`src/rtl/uart_rx_fifo_param.sv`:
```
`default_nettype none
// ============================================================================
// Module   : uart_rx_fifo_param
// Brief    : Parametrised UART receiver (5-9 data bits, optional parity,
//            1/2 stop bits) feeding a first-word-fall-through receive FIFO
//            with level and idle-timeout interrupt.
// Revision : 1.0 - initial release
// ============================================================================
module uart_rx_fifo_param #(
    parameter int DATA_BITS    = 8,
    parameter int FIFO_DEPTH   = 8,
    parameter int IRQ_THRES    = 4,
    parameter int TIMEOUT_BITS = 5,
    parameter int LW           = $clog2(FIFO_DEPTH + 1)
) (
    input  logic                 clk,
    input  logic                 rst_n,
    input  logic [31:0]          clk_div,
    input  logic [1:0]           cfg_parity,
    input  logic                 cfg_stop2,
    input  logic                 rx,
    input  logic                 rd_en,
    output logic [DATA_BITS-1:0] rd_data,
    output logic                 rd_valid,
    output logic [LW-1:0]        level,
    output logic                 irq,
    output logic                 frame_err,
    output logic                 parity_err,
    output logic                 overrun,
    input  logic                 err_clr,
    output logic                 busy
);

    localparam int AW = (FIFO_DEPTH > 1) ? $clog2(FIFO_DEPTH) : 1;

    localparam logic [2:0] c_IDLE   = 3'd0;
    localparam logic [2:0] c_START  = 3'd1;
    localparam logic [2:0] c_DATA   = 3'd2;
    localparam logic [2:0] c_PARITY = 3'd3;
    localparam logic [2:0] c_STOP   = 3'd4;
    localparam logic [2:0] c_PUSH   = 3'd5;

    localparam logic [LW-1:0] c_DEPTH    = LW'(FIFO_DEPTH);
    localparam logic [LW-1:0] c_THRES    = LW'(IRQ_THRES);
    localparam logic [3:0]    c_LAST_BIT = 4'(DATA_BITS - 1);
    localparam logic [31:0]   c_TO_LAST  = 32'(TIMEOUT_BITS - 1);

    // Receiver state
    logic                 r_rx_meta;
    logic                 r_rxs;
    logic [2:0]           r_state;
    logic [31:0]          r_div;
    logic [31:0]          r_cnt;
    logic [3:0]           r_bit_idx;
    logic [DATA_BITS-1:0] r_shift;
    logic                 r_par_bad;
    logic                 r_stop_idx;

    // FIFO state
    logic [DATA_BITS-1:0] r_mem [FIFO_DEPTH];
    logic [AW-1:0]        r_wr_ptr;
    logic [AW-1:0]        r_rd_ptr;
    logic [LW-1:0]        r_level;

    // Timeout / interrupt / flags
    logic [31:0]          r_to_clk;
    logic [31:0]          r_to_bits;
    logic                 r_to_flag;
    logic                 r_irq;
    logic                 r_frame_err;
    logic                 r_parity_err;
    logic                 r_overrun;

    logic [31:0]          w_div_eff;
    logic [31:0]          w_half_last;
    logic [31:0]          w_bit_last;
    logic                 w_tick;
    logic                 w_par_en;
    logic                 w_par_exp;
    logic                 w_pop;
    logic                 w_push_req;
    logic                 w_push;
    logic                 w_frame_set;
    logic                 w_to_hold;
    logic                 w_to_wrap;

    // Divisors below 4 are clamped so the half-bit count stays meaningful
    assign w_div_eff   = (clk_div < 32'd4) ? 32'd4 : clk_div;
    assign w_half_last = (r_div >> 1) - 32'd1;
    assign w_bit_last  = r_div - 32'd1;
    assign w_tick      = (r_cnt == w_bit_last);

    assign w_par_en    = (cfg_parity == 2'b01) || (cfg_parity == 2'b10);
    // Odd parity inverts the expected bit
    assign w_par_exp   = (^r_shift) ^ cfg_parity[1];

    assign w_pop       = rd_en && (r_level != '0);
    assign w_push_req  = (r_state == c_PUSH);
    // A full FIFO still accepts when a pop frees a slot on the same edge
    assign w_push      = w_push_req && ((r_level != c_DEPTH) || w_pop);
    assign w_frame_set = (r_state == c_STOP) && w_tick && !r_rxs;

    // Timeout counter only runs while idle with data waiting
    assign w_to_hold   = w_push || w_pop || (r_state != c_IDLE) || !r_rxs || (r_level == '0);
    assign w_to_wrap   = (r_to_clk == (w_div_eff - 32'd1));

    // Two-flop synchroniser for the asynchronous serial input
    always_ff @(posedge clk) begin
        if (!rst_n) begin
            r_rx_meta <= 1'b1;
            r_rxs     <= 1'b1;
        end else begin
            r_rx_meta <= rx;
            r_rxs     <= r_rx_meta;
        end
    end

    // Frame receive state machine
    always_ff @(posedge clk) begin
        if (!rst_n) begin
            r_state    <= c_IDLE;
            r_div      <= '0;
            r_cnt      <= '0;
            r_bit_idx  <= '0;
            r_shift    <= '0;
            r_par_bad  <= 1'b0;
            r_stop_idx <= 1'b0;
        end else begin
            case (r_state)
                c_IDLE: begin
                    if (!r_rxs) begin
                        r_state    <= c_START;
                        r_div      <= w_div_eff;
                        r_cnt      <= '0;
                        r_bit_idx  <= '0;
                        r_par_bad  <= 1'b0;
                        r_stop_idx <= 1'b0;
                    end
                end
                c_START: begin
                    if (r_cnt == w_half_last) begin
                        r_cnt   <= '0;
                        // Line back high at mid-bit means a glitch, not a start bit
                        r_state <= r_rxs ? c_IDLE : c_DATA;
                    end else begin
                        r_cnt <= r_cnt + 32'd1;
                    end
                end
                c_DATA: begin
                    if (w_tick) begin
                        r_cnt   <= '0;
                        // Shift in from the top so the first bit lands at bit 0
                        r_shift <= {r_rxs, r_shift[DATA_BITS-1:1]};
                        if (r_bit_idx == c_LAST_BIT) begin
                            r_state <= w_par_en ? c_PARITY : c_STOP;
                        end else begin
                            r_bit_idx <= r_bit_idx + 4'd1;
                        end
                    end else begin
                        r_cnt <= r_cnt + 32'd1;
                    end
                end
                c_PARITY: begin
                    if (w_tick) begin
                        r_cnt     <= '0;
                        r_par_bad <= (r_rxs != w_par_exp);
                        r_state   <= c_STOP;
                    end else begin
                        r_cnt <= r_cnt + 32'd1;
                    end
                end
                c_STOP: begin
                    if (w_tick) begin
                        r_cnt <= '0;
                        if (!r_rxs) begin
                            r_state <= c_IDLE;
                        end else if (cfg_stop2 && !r_stop_idx) begin
                            r_stop_idx <= 1'b1;
                        end else begin
                            r_state <= c_PUSH;
                        end
                    end else begin
                        r_cnt <= r_cnt + 32'd1;
                    end
                end
                c_PUSH: begin
                    r_state <= c_IDLE;
                end
                default: begin
                    r_state <= c_IDLE;
                end
            endcase
        end
    end

    // FIFO storage; contents are masked at the output while empty, so no reset needed
    always_ff @(posedge clk) begin
        if (w_push) begin
            r_mem[r_wr_ptr] <= r_shift;
        end
    end

    // FIFO pointers and occupancy
    always_ff @(posedge clk) begin
        if (!rst_n) begin
            r_wr_ptr <= '0;
            r_rd_ptr <= '0;
            r_level  <= '0;
        end else begin
            if (w_push) begin
                r_wr_ptr <= r_wr_ptr + 1'b1;
            end
            if (w_pop) begin
                r_rd_ptr <= r_rd_ptr + 1'b1;
            end
            if (w_push && !w_pop) begin
                r_level <= r_level + 1'b1;
            end else if (w_pop && !w_push) begin
                r_level <= r_level - 1'b1;
            end
        end
    end

    // Idle-timeout bit-period counter and flag
    always_ff @(posedge clk) begin
        if (!rst_n) begin
            r_to_clk  <= '0;
            r_to_bits <= '0;
            r_to_flag <= 1'b0;
        end else begin
            if (w_to_hold) begin
                r_to_clk  <= '0;
                r_to_bits <= '0;
            end else if (r_to_bits != 32'(TIMEOUT_BITS)) begin
                if (w_to_wrap) begin
                    r_to_clk  <= '0;
                    r_to_bits <= r_to_bits + 32'd1;
                end else begin
                    r_to_clk <= r_to_clk + 32'd1;
                end
            end
            if (w_push || w_pop) begin
                r_to_flag <= 1'b0;
            end else if (!w_to_hold && w_to_wrap && (r_to_bits == c_TO_LAST)) begin
                r_to_flag <= 1'b1;
            end
        end
    end

    // Registered level-type interrupt
    always_ff @(posedge clk) begin
        if (!rst_n) begin
            r_irq <= 1'b0;
        end else begin
            r_irq <= (r_level >= c_THRES) || (r_to_flag && (r_level != '0));
        end
    end

    // Sticky error flags; a set event beats a simultaneous clear
    always_ff @(posedge clk) begin
        if (!rst_n) begin
            r_frame_err  <= 1'b0;
            r_parity_err <= 1'b0;
            r_overrun    <= 1'b0;
        end else begin
            if (w_frame_set) begin
                r_frame_err <= 1'b1;
            end else if (err_clr) begin
                r_frame_err <= 1'b0;
            end
            if (w_push && r_par_bad) begin
                r_parity_err <= 1'b1;
            end else if (err_clr) begin
                r_parity_err <= 1'b0;
            end
            if (w_push_req && !w_push) begin
                r_overrun <= 1'b1;
            end else if (err_clr) begin
                r_overrun <= 1'b0;
            end
        end
    end

    assign rd_valid   = (r_level != '0);
    assign rd_data    = rd_valid ? r_mem[r_rd_ptr] : '0;
    assign level      = r_level;
    assign irq        = r_irq;
    assign frame_err  = r_frame_err;
    assign parity_err = r_parity_err;
    assign overrun    = r_overrun;
    assign busy       = (r_state != c_IDLE);

endmodule
`default_nettype wire

```
`config.mk`:
```
export PLATFORM = sky130hd
export DESIGN_NAME = uart_rx_fifo_param
export DESIGN_NICKNAME = d
export VERILOG_FILES = /design/src/rtl/uart_rx_fifo_param.sv
export SDC_FILE = /design/constraint.sdc
export NUM_CORES = 1
export LEC_CHECK = 0
export BUFFER_PORTS_ARGS = -buffer_cell sky130_fd_sc_hd__buf_2
export CAP_MARGIN = 40
export CORE_UTILIZATION = 48
export DETAILED_ROUTE_END_ITERATION = 6
export GPL_ROUTABILITY_DRIVEN = 0
export PLACE_DENSITY = 0.61
export SYNTH_ARGS = -nofsm -noshare
export SYNTH_HDL_FRONTEND = slang
export SYNTH_SLANG_ARGS = --single-unit
```
`constraint.sdc`:
```
create_clock -name clk -period 13.9 [get_ports clk]
set_input_delay 0.695 -clock clk [delete_from_list [all_inputs] [get_ports clk]]
set_output_delay 0.695 -clock clk [all_outputs]
set_load 0.01 [all_outputs]
```
After elaboration in Yosys (flattened, before gate mapping)
Memory sizes are Yosys's and may differ from the RTL's. A register that Yosys moved wholly into a read port is not among the register bits.
Cells that the tools add are included.
Widths: inputs -> output; s select.

word-level totals
  output and inout bits = 18
  memories = 1
  RAM bits = 64
  word-level logic and storage cells = 148
  input port bits = 40
  flip-flop bits (word level) = 162

memories
  memory  words  bits a word  read ports  clocked after Yosys merged registers in  write ports  RTL line  text
  r_mem   8      8            1           1                                        1            60        logic [DATA_BITS-1:0] r_mem [FIFO_DEPTH];

operators by class
  bitwise operators = 3
  order comparisons = 2
  eq/ne operators = 25
  add/sub/neg operators = 11
  reduce and logical (&&, ||, !) cells = 48
  multiplexer cells = 39

operators with widths
  operator               number
  $mux 32                5
  $add 32x1->32 const B  3
  $eq 32x32->1           3
  $pmux 32 s3            1
  $sub 32x1->32 const B  2
  $mux 3                 11
  $eq 32x3->1 const B    1
  $lt 32x3->1 const B    1
  $ne 32x3->1 const B    1
  $sub 31x1->32 const B  1
  $mux 4                 5
  $ne 2x2->1 const B     8
  $pmux 3 s5             1
  $reduce_bool 2->1      7
  $logic_and 1x1->1      12
  $mux 1                 11
  $add 4x1->4 const B    2
  $mux 8                 1
  $pmux 4 s2             1
  $reduce_and 2->1       4
  $reduce_xor 8->1       1
  $logic_or 1x1->1       7
  $reduce_and 7->1       1
  $add 3x1->3 const B    2
  other kinds (26)       36

Logic depth before layout (Yosys ltp)
Gate-level depths: netlist of run 1.

  word-level depth = 11
  gate-level depth with buffers = 19

Worst setup path before layout of run 1
OpenSTA, ideal clock, no wires.

  path type = input-to-reg
  start point = input clk_div[3]
  end point = register r_to_bits[25]
  required time = 13.828 ns
  cell stages on the path = 17
  buffers on the path = 3
  setup slack = 8.839 ns
  arrival = 4.990 ns
  path through = buf_4 nor4_4 and4_2 clkbuf_1 nand3_1 nand2_1 ha_1 bufbuf_16 xnor2_1 or4b_2 nor4_1 a31oi_1 nor2_1 or4b_1 or4_4 nor4_2 mux2i_1

between the ends
  word-level cells in the longest chain between the ends = 5

ends and longest elaborated chain
  what                            RTL line  text
  start: declaration              18        input logic [31:0] clk_div,
  $lt 32x3->1                     88        assign w_div_eff = (clk_div < 32'd4) ? 32'd4 : clk_div;
  $mux 32 (*)                     88
  $sub 32x1->32 (*)               105       assign w_to_wrap = (r_to_clk == (w_div_eff - 32'd1));
  $eq 32x32->1 (*)                105
  $reduce_and 2->1 (no line) (*)  -
  end signal: assignment          237       r_to_bits <= r_to_bits + 32'd1;
  end: declaration                67        logic [31:0] r_to_bits;

Mark *: on every way between the ends. The rest lies on a longest branch, timed or not.
A chain may end at the register's enable or synchronous reset.

Worst setup path after layout of run 1
  start point = input clk_div[8]
  end point = register r_to_clk[20]

between the ends
  word-level cells in the longest chain between the ends = 5

ends and longest elaborated chain
  what                    RTL line  text
  $lt 32x3->1             88
  $mux 32 (*)             88
  $sub 32x1->32 (*)       105
  $eq 32x32->1 (*)        105
  $mux 32 (*)             235       if (w_to_wrap) begin
  end signal: assignment  239       r_to_clk <= r_to_clk + 32'd1;
  end: declaration        66        logic [31:0] r_to_clk;

Marked as above.

==> results of run 1 <==
-- kinds of logic (layout without fill, tap and decap cells) --
kind of cell,after synthesis,count (layout),synth area share [%]
AND/OR/NAND/NOR,743,743,27.7
adder cells (fa/ha/maj),17,17,1.55
buffers and inverters,156,159,4.95
multiplexers,59,59,5.59
flip-flops,229,229,36.7
XOR/XNOR,171,171,10.5
AO/OA/AOI/OAI,261,261,13.0
-- metrics by stage --
step	setup slack, ps	instances	hold WS (ps)	instance area (um^2)	power, mW
floorplan	8840	1636	386	14200	1.22
global placement	7890	1970	392	14600	1.39
detailed placement	8120	1975	399	14600	1.41
CTS	8680	2023	329	15500	2.12
global route	8100	2023	336	15500	2.22
finish	8570	2023	341	15500	2.11
-- state kept, by name, indices dropped and copies added, names as in the netlist, 3 cells and up, named ones only --
name / count
r_state: 3
r_rd_ptr: 3
r_bit_idx: 4
r_mem: 64
r_to_clk: 32
r_to_bits: 32
r_cnt: 32
r_shift: 8
r_div: 32
level: 4
r_wr_ptr: 3
-- path summary, 6_finish.rpt --
| kind | from | endpoint | slack [ps] | depth (start not counted) |
|---|---|---|---|---|
| worst max register to register | r_div[2] | r_cnt[31] | 9390 | 12 |
| worst min register to register | r_rx_meta | r_rxs | 410 | 1 |
| worst min-delay path | rx | r_rx_meta | 340 | 2 |
| worst max-delay path | clk_div[8] | r_to_clk[20] | 8570 | 15 |
-- worst max-delay path: stages --
cell and delay, ps:
buf_2 130, or3_1 390, nor3_1 590, nand3_1 450, nand2_1 180, ha_1 350
nand3_1 200, a31o_2 290, o41ai_1 410, nor4bb_1 460, and4_1 260, nand3_1 480
nand2_1 530, buf_8 240, nor2_1 70
-- layout make-up --
| cell class | count | area share, % |
|---|---|---|
| sequential | 229 | 33.7 |
| clock inverter | 15 | 1.15 |
| clock buffer | 33 | 4.56 |
| multi-input combinational | 1251 | 53.7 |
| inverter | 33 | 0.798 |
| timing repair buffer | 78 | 3.08 |
| tap | 384 | 3.10 |
-- power groups by stage --
stage	Sequential (mW)	Combinational, mW	Clock, mW
after floorplan	0.745	0.474	0
after global placement	0.781	0.609	0
after detailed placement	0.776	0.630	0
after CTS	0.762	0.632	0.727
after global routing	0.768	0.695	0.752
final	0.762	0.634	0.710
-- synthesized netlist by cell type, types with 12 or more instances --
master	number	area, um^2
nor3_1	40	200
and3_1	33	206
nand2b_1	14	87.6
o21ai_0	31	155
o211ai_1	12	90.1
nor4_1	33	206
nand2_1	201	754
a221oi_1	17	149
or2_2	26	163
xnor2_1	101	885
inv_1	32	120
or3_1	22	138
a211oi_1	14	105
nor2b_1	12	75.1
or4_1	23	173
ha_1	16	200
buf_2	12	60.1
and4_1	17	149
mux4_2	16	360
xor2_1	70	613
edfxtp_1	64	1920
dfxtp_1	165	3300
nor2_1	137	514
mux2i_1	39	390
nand4_1	48	300
a21o_1	25	188
a21oi_1	66	330
clkbuf_1	89	334
nand3_1	69	345
-- per-layer routing --
layer | GRT usage (%) | wire (um)
met1 | 33.0 | 16700
met2 | 40.1 | 17000
met3 | 3.32 | 2050
met4 | 10.3 | 1490
met5 | 0 | 0
-- cell usage in the layout, fill, tap and decap left out, types with 12 or more instances in the layout --
| master | synthesis | routed |
|---|---|---|
| xnor2_1 | 101 | 101 |
| nand2_1 | 201 | 201 |
| nand4_1 | 48 | 48 |
| nor2_1 | 137 | 135 |
| and3_1 | 33 | 33 |
| dfxtp_1 | 165 | 165 |
| buf_2 | 12 | 57 |
| edfxtp_1 | 64 | 64 |
| inv_1 | 32 | 32 |
| and4_1 | 17 | 17 |
| or3_1 | 22 | 22 |
| a21o_1 | 25 | 25 |
| nand2b_1 | 14 | 14 |
| mux4_2 | 16 | 16 |
| nor4_1 | 33 | 32 |
| clkbuf_16 | 0 | 27 |
| xor2_1 | 70 | 70 |
| o21ai_0 | 31 | 31 |
| a221oi_1 | 17 | 17 |
| or4_1 | 23 | 23 |
| buf_4 | 5 | 17 |
| a211oi_1 | 14 | 14 |
| or2_2 | 26 | 26 |
| ha_1 | 16 | 16 |
| o211ai_1 | 12 | 12 |
| nor3_1 | 40 | 40 |
| nor2b_1 | 12 | 12 |
| mux2i_1 | 39 | 39 |
| a21oi_1 | 66 | 66 |
| nand3_1 | 69 | 69 |
==> results by group, run 1 <==
GRT
  • First-pass GRT wire length: 60800 um
  • Vias in the first global route: 11460
  • Pin count of the biggest net entering global routing: 48
  • Grt total ovfl: 0
  • Initial antenna violation count: 0
  • All-Layer GR Usage: 24.7%

Route
  • WL final: 37200 um
  • Routed WL per cell: 18.4 um
  • DR vias: 12007
  • DRC errors left: 0
  • Vias/cell: 5.94
  • DRT Pass-1 Iters: 5
  • Iteration-0 DRC Markers: 967
  • Post-DRT Antenna Nets: 0

Floorplanning
  • Core Area: 0.0289 mm^2
  • Initial Util: 49.2%
  • FP Rows: 62
  • Die Height: 174 um
  • Die W: 174 um
  • Ports: 58
  • Die area: 0.0304 mm^2

Clock tree
  • Clock sinks: 229
  • CTS Buf Count: 26
  • H-tree levels: 1
  • Reg clk slew, reported paths: 60 ps
  • CTS tree: yes
  • Clock latency at the later pin of the worst-skew pair: 540 ps
  • CTS resizes: 0
  • Hold_buf cts: 0
  • Post-CTS setup buffers: 0
  • Bufs on Longest Clock Path: 3
  • Root Buffer: clkbuf_16

Worst setup path
  • CP endpoint kind: register
  • Crit Path Class: in2reg
  • Crit path DAT: 5750 ps
  • Required arrival time at the worst endpoint: 14320 ps
  • Startpoint types: input pin
  • Critical-path maximum fanout: 24

Synth
  • Post-synth EDFFs: 64
  • Avg Cell Area, Syn: 8.71 um^2
  • Prevailing post-synth register cell: dfxtp_1
  • Synth unique cells: 88
  • Mapped cell area: 0.0142 mm^2
  • Synth warn: 0
  • Post-Syn Instances: 1636
  • Ys async rst share: 0%
  • Syn Nets: 1693
  • Register area share after synthesis: 36.7%
  • #FFs+latches synth: 229

STA
  • Rel. slew slack: 40.7%
  • Setup Skew: 12.6 ps
  • Max Fclk: 187 MHz
  • Worst Tran Pin Value: 881 ps
  • RSZ-0062 raised after global routing: false
  • Fin crit share: 38.4%
  • Setup TNS: 0 ps
  • Final count of hold timing violations: 0
  • # setup viols final: 0
  • Min Tclk post-route: 5330 ps
  • Slew Limit Fails: 0

Placement
  • HPWL Detailed: 27700 um
  • Number of port buffers: 57

Cells and area
  • Layout Nets: 1676
  • Area of the multi-input gates: 0.00833 mm^2
  • Final core utilization: 53.6%
  • Fill count: 2746
  • Diodes inserted: 0
  • Reg area: 0.00523 mm^2
  • Syn-to-layout area delta: 8.99%
  • Layout cells sized above 1: 12.5%

Power and ir drop
  • Flop pwr share: 36.2%
  • Pwr dens: 136 mW/mm^2
  • Internal Power: 1.39 mW
  • Comb pwr share: 30.1%
  • Maximum vdd drop: 0.0000935 V
  • Switching share of power: 33.9%
  • Leakage: 5.59 nW
  • Clock network power share: 33.7%
  • Psw: 0.713 mW

Run
  • Maxcap violations: 0

Min path
  • HP Class: in2reg

Run status
  • Status: completed
Power figures use the tool's default switching activity.
==> run 2: changes to the inputs <==
PLACE_DENSITY = 0.63   (was 0.61)
clock period = 4.7 ns   (was 13.9 ns; I/O delays follow)
==> results by group, run 2 (synthesis results as in run 1) <==
GRT
  • All-Layer GR Usage: 24.8% (+0.10 points)
  • Vias in the first global route: 11418 (-0.37%)
  • Pin count of the biggest net entering global routing: 46 (-4.2%)
  • Grt total ovfl: 0 (unchanged)
  • Initial antenna violation count: 0 (unchanged)
  • First-pass GRT wire length: 60700 um (about the same)

Worst setup path
  • Crit Path Class: in2reg
  • Reg-to-reg setup timing slack: 580 ps (-8810 ps)
  • FF-to-FF Start: r_div[11]
  • R2R cell count: 10 (-2)
  • Crit path DAT: 4860 ps (-890 ps)
  • Required arrival time at the worst endpoint: 5170 ps (-9150 ps)
  • Worst R2R End: r_cnt[31]
  • Startpoint types: input pin
  • Critical-path maximum fanout: 8 (-67%)
  • CP endpoint kind: register

Floorplanning
  • Die W: 174 um (unchanged)
  • Die area: 0.0304 mm^2 (unchanged)
  • Core Area: 0.0289 mm^2 (unchanged)
  • Die Height: 174 um (unchanged)
  • Initial Util: 49.2% (unchanged)
  • FP Rows: 62 (unchanged)
  • Ports: 58 (unchanged)

Run
  • Maxcap violations: 0 (unchanged)

Cells and area
  • Commonest non-fill, non-tap cell in the layout: nand2_1
  • Max FFs per register: 64 (unchanged)
  • Fill count: 2621 (-4.6%)
  • Syn-to-layout area delta: 11.0%
  • Layout Nets: 1703 (+1.6%)
  • Post-Layout Inst Area: 0.0158 mm^2 (+1.9%)
  • Diodes inserted: 0 (unchanged)
  • Layout cells sized above 1: 13.6% (+1.1 points)
  • Most frequent cells in the layout: nand2_1, dfxtp_1, nor2_1
  • Final core utilization: 54.7% (+1.0 points)
  • Most flop-heavy register: r_mem

Route
  • DR vias: 12335 (+2.7%)
  • Routed WL per cell: 18.6 um (+1.1%)
  • Post-DRT Antenna Nets: 0 (unchanged)
  • DRT Pass-1 Iters: 5 (unchanged)
  • WL final: 38100 um (+2.4%)
  • Iteration-0 DRC Markers: 1130 (+17%)
  • Vias/cell: 6.02 (+1.4%)
  • DRC errors left: 0 (unchanged)

Clock tree
  • H-tree levels: 1 (unchanged)
  • Clock sinks: 229 (unchanged)
  • Root Buffer: clkbuf_16
  • Bufs on Longest Clock Path: 3 (unchanged)
  • CTS Buf Count: 26 (unchanged)
  • Reg clk slew, reported paths: 60 ps (about the same)
  • Clock latency at the later pin of the worst-skew pair: 540 ps (about the same)
  • Post-CTS setup buffers: 0 (unchanged)
  • Hold_buf cts: 11 (+11)
  • CTS resizes: 0 (unchanged)
  • CTS tree: yes

STA
  • Worst Tran Pin Value: 899 ps (+18.2 ps)
  • RSZ-0062 raised after global routing: false
  • Slew Limit Fails: 0 (unchanged)
  • Fin crit share: 93.4%
  • Rel. slew slack: 39.8% (-0.90 points)
  • Max Fclk: 228 MHz
  • Final count of hold timing violations: 0 (unchanged)
  • Min Tclk post-route: 4390 ps
  • # setup viols final: 0 (unchanged)
  • Setup Skew: 9.69 ps (-2.87 ps)
  • Hold Worst Slack: 29.5 ps (-312 ps)
  • Setup TNS: 0 ps (unchanged)

Min path
  • Worst hold path startpoint: err_clr
  • HP Class: in2reg
  • Hold Path Depth: 3 (+1)
  • WHS Endpoint: frame_err

Power and ir drop
  • Pwr dens: 401 mW/mm^2 (+200%)
  • Leakage: 5.73 nW (+2.6%)
  • Maximum vdd drop: 0.000315 V (+240%)
  • Pwr Total: 6.35 mW (+200%)

Run status
  • Status: completed

Placement
  • Number of port buffers: 57 (unchanged)
  • Placed Area: 0.0148 mm^2 (+0.94%)
  • HPWL Detailed: 27600 um (-0.39%)
run 2: changes by cell type in the layout (fill, tap and decap cells not counted), moves of 2 or more:
cell and change:
buf_8 -2, nor3_2 +2, nor3_1 -2, buf_4 +17, clkbuf_8 +3, clkinv_2 -4, nor3b_1 -2, dlygate4sd3_1 +11
nor3b_2 +2
run 2: worst max-delay path by stage:
stage / start / to / slack (ps) / depth (start not counted)
floorplan: clk_div[3] / r_to_bits[25] / 100 / 17
global placement: clk_div[8] / r_to_bits[25] / 440 / 15
detailed placement: clk_div[8] / r_to_bits[25] / 370 / 15
CTS: clk_div[31] / r_to_bits[25] / 400 / 17
global route: clk_div[17] / r_to_bits[27] / 210 / 16
finish: clk_div[31] / r_to_bits[25] / 310 / 17
run 2: routing by layer:
metal,vias to the layer above,GRT usage (%),wire length (um),share of wire [%]
met2,414,39.7,17300,45
met1,5871,33.8,17200,45
met3,91,3.67,2240,5.9
li1,5959,-,-,-
met4,0,8.95,1370,3.6
met5,-,0,0,0
run 2: final cells by class:
type	instances	area (um^2)	share of cell area [%]
flip-flops and latches	229	5230	33.0
multi-input cells	1251	8350	52.8
inverters	33	124	0.783
repair buffers	105	706	4.46
clock buffers	34	721	4.56
well taps	384	480	3.04
clock inverters	13	209	1.32
run 2: critical path, cell delays in order:
cell and delay [ps]:
dlygate4sd3_1 530, buf_2 140, nor3_1 260, buf_4 190, and4_2 250, nand3_1 140, nand2_1 110, ha_1 330
xnor2_1 130, or4b_2 610, nor4_1 200, a31oi_1 100, nor2_1 110, or4b_1 450, or4_4 540, nor4_2 310
mux2i_1 220
run 2: metrics by stage:
stage / instances / setup slack [ps]
finish: 2049 / 309
global route: 2049 / 209
CTS: 2049 / 403
detailed placement: 1991 / 370
global placement: 1987 / 442
floorplan: 1636 / 98.8
run 2: report_power, final:
part / leakage [nW] / switching [mW] / internal, mW
clock network: 0.441 / 0.824 / 1.35
registers: 1.93 / 0.160 / 2.09
logic: 3.37 / 1.14 / 0.773
total: 5.73 / 2.13 / 4.22
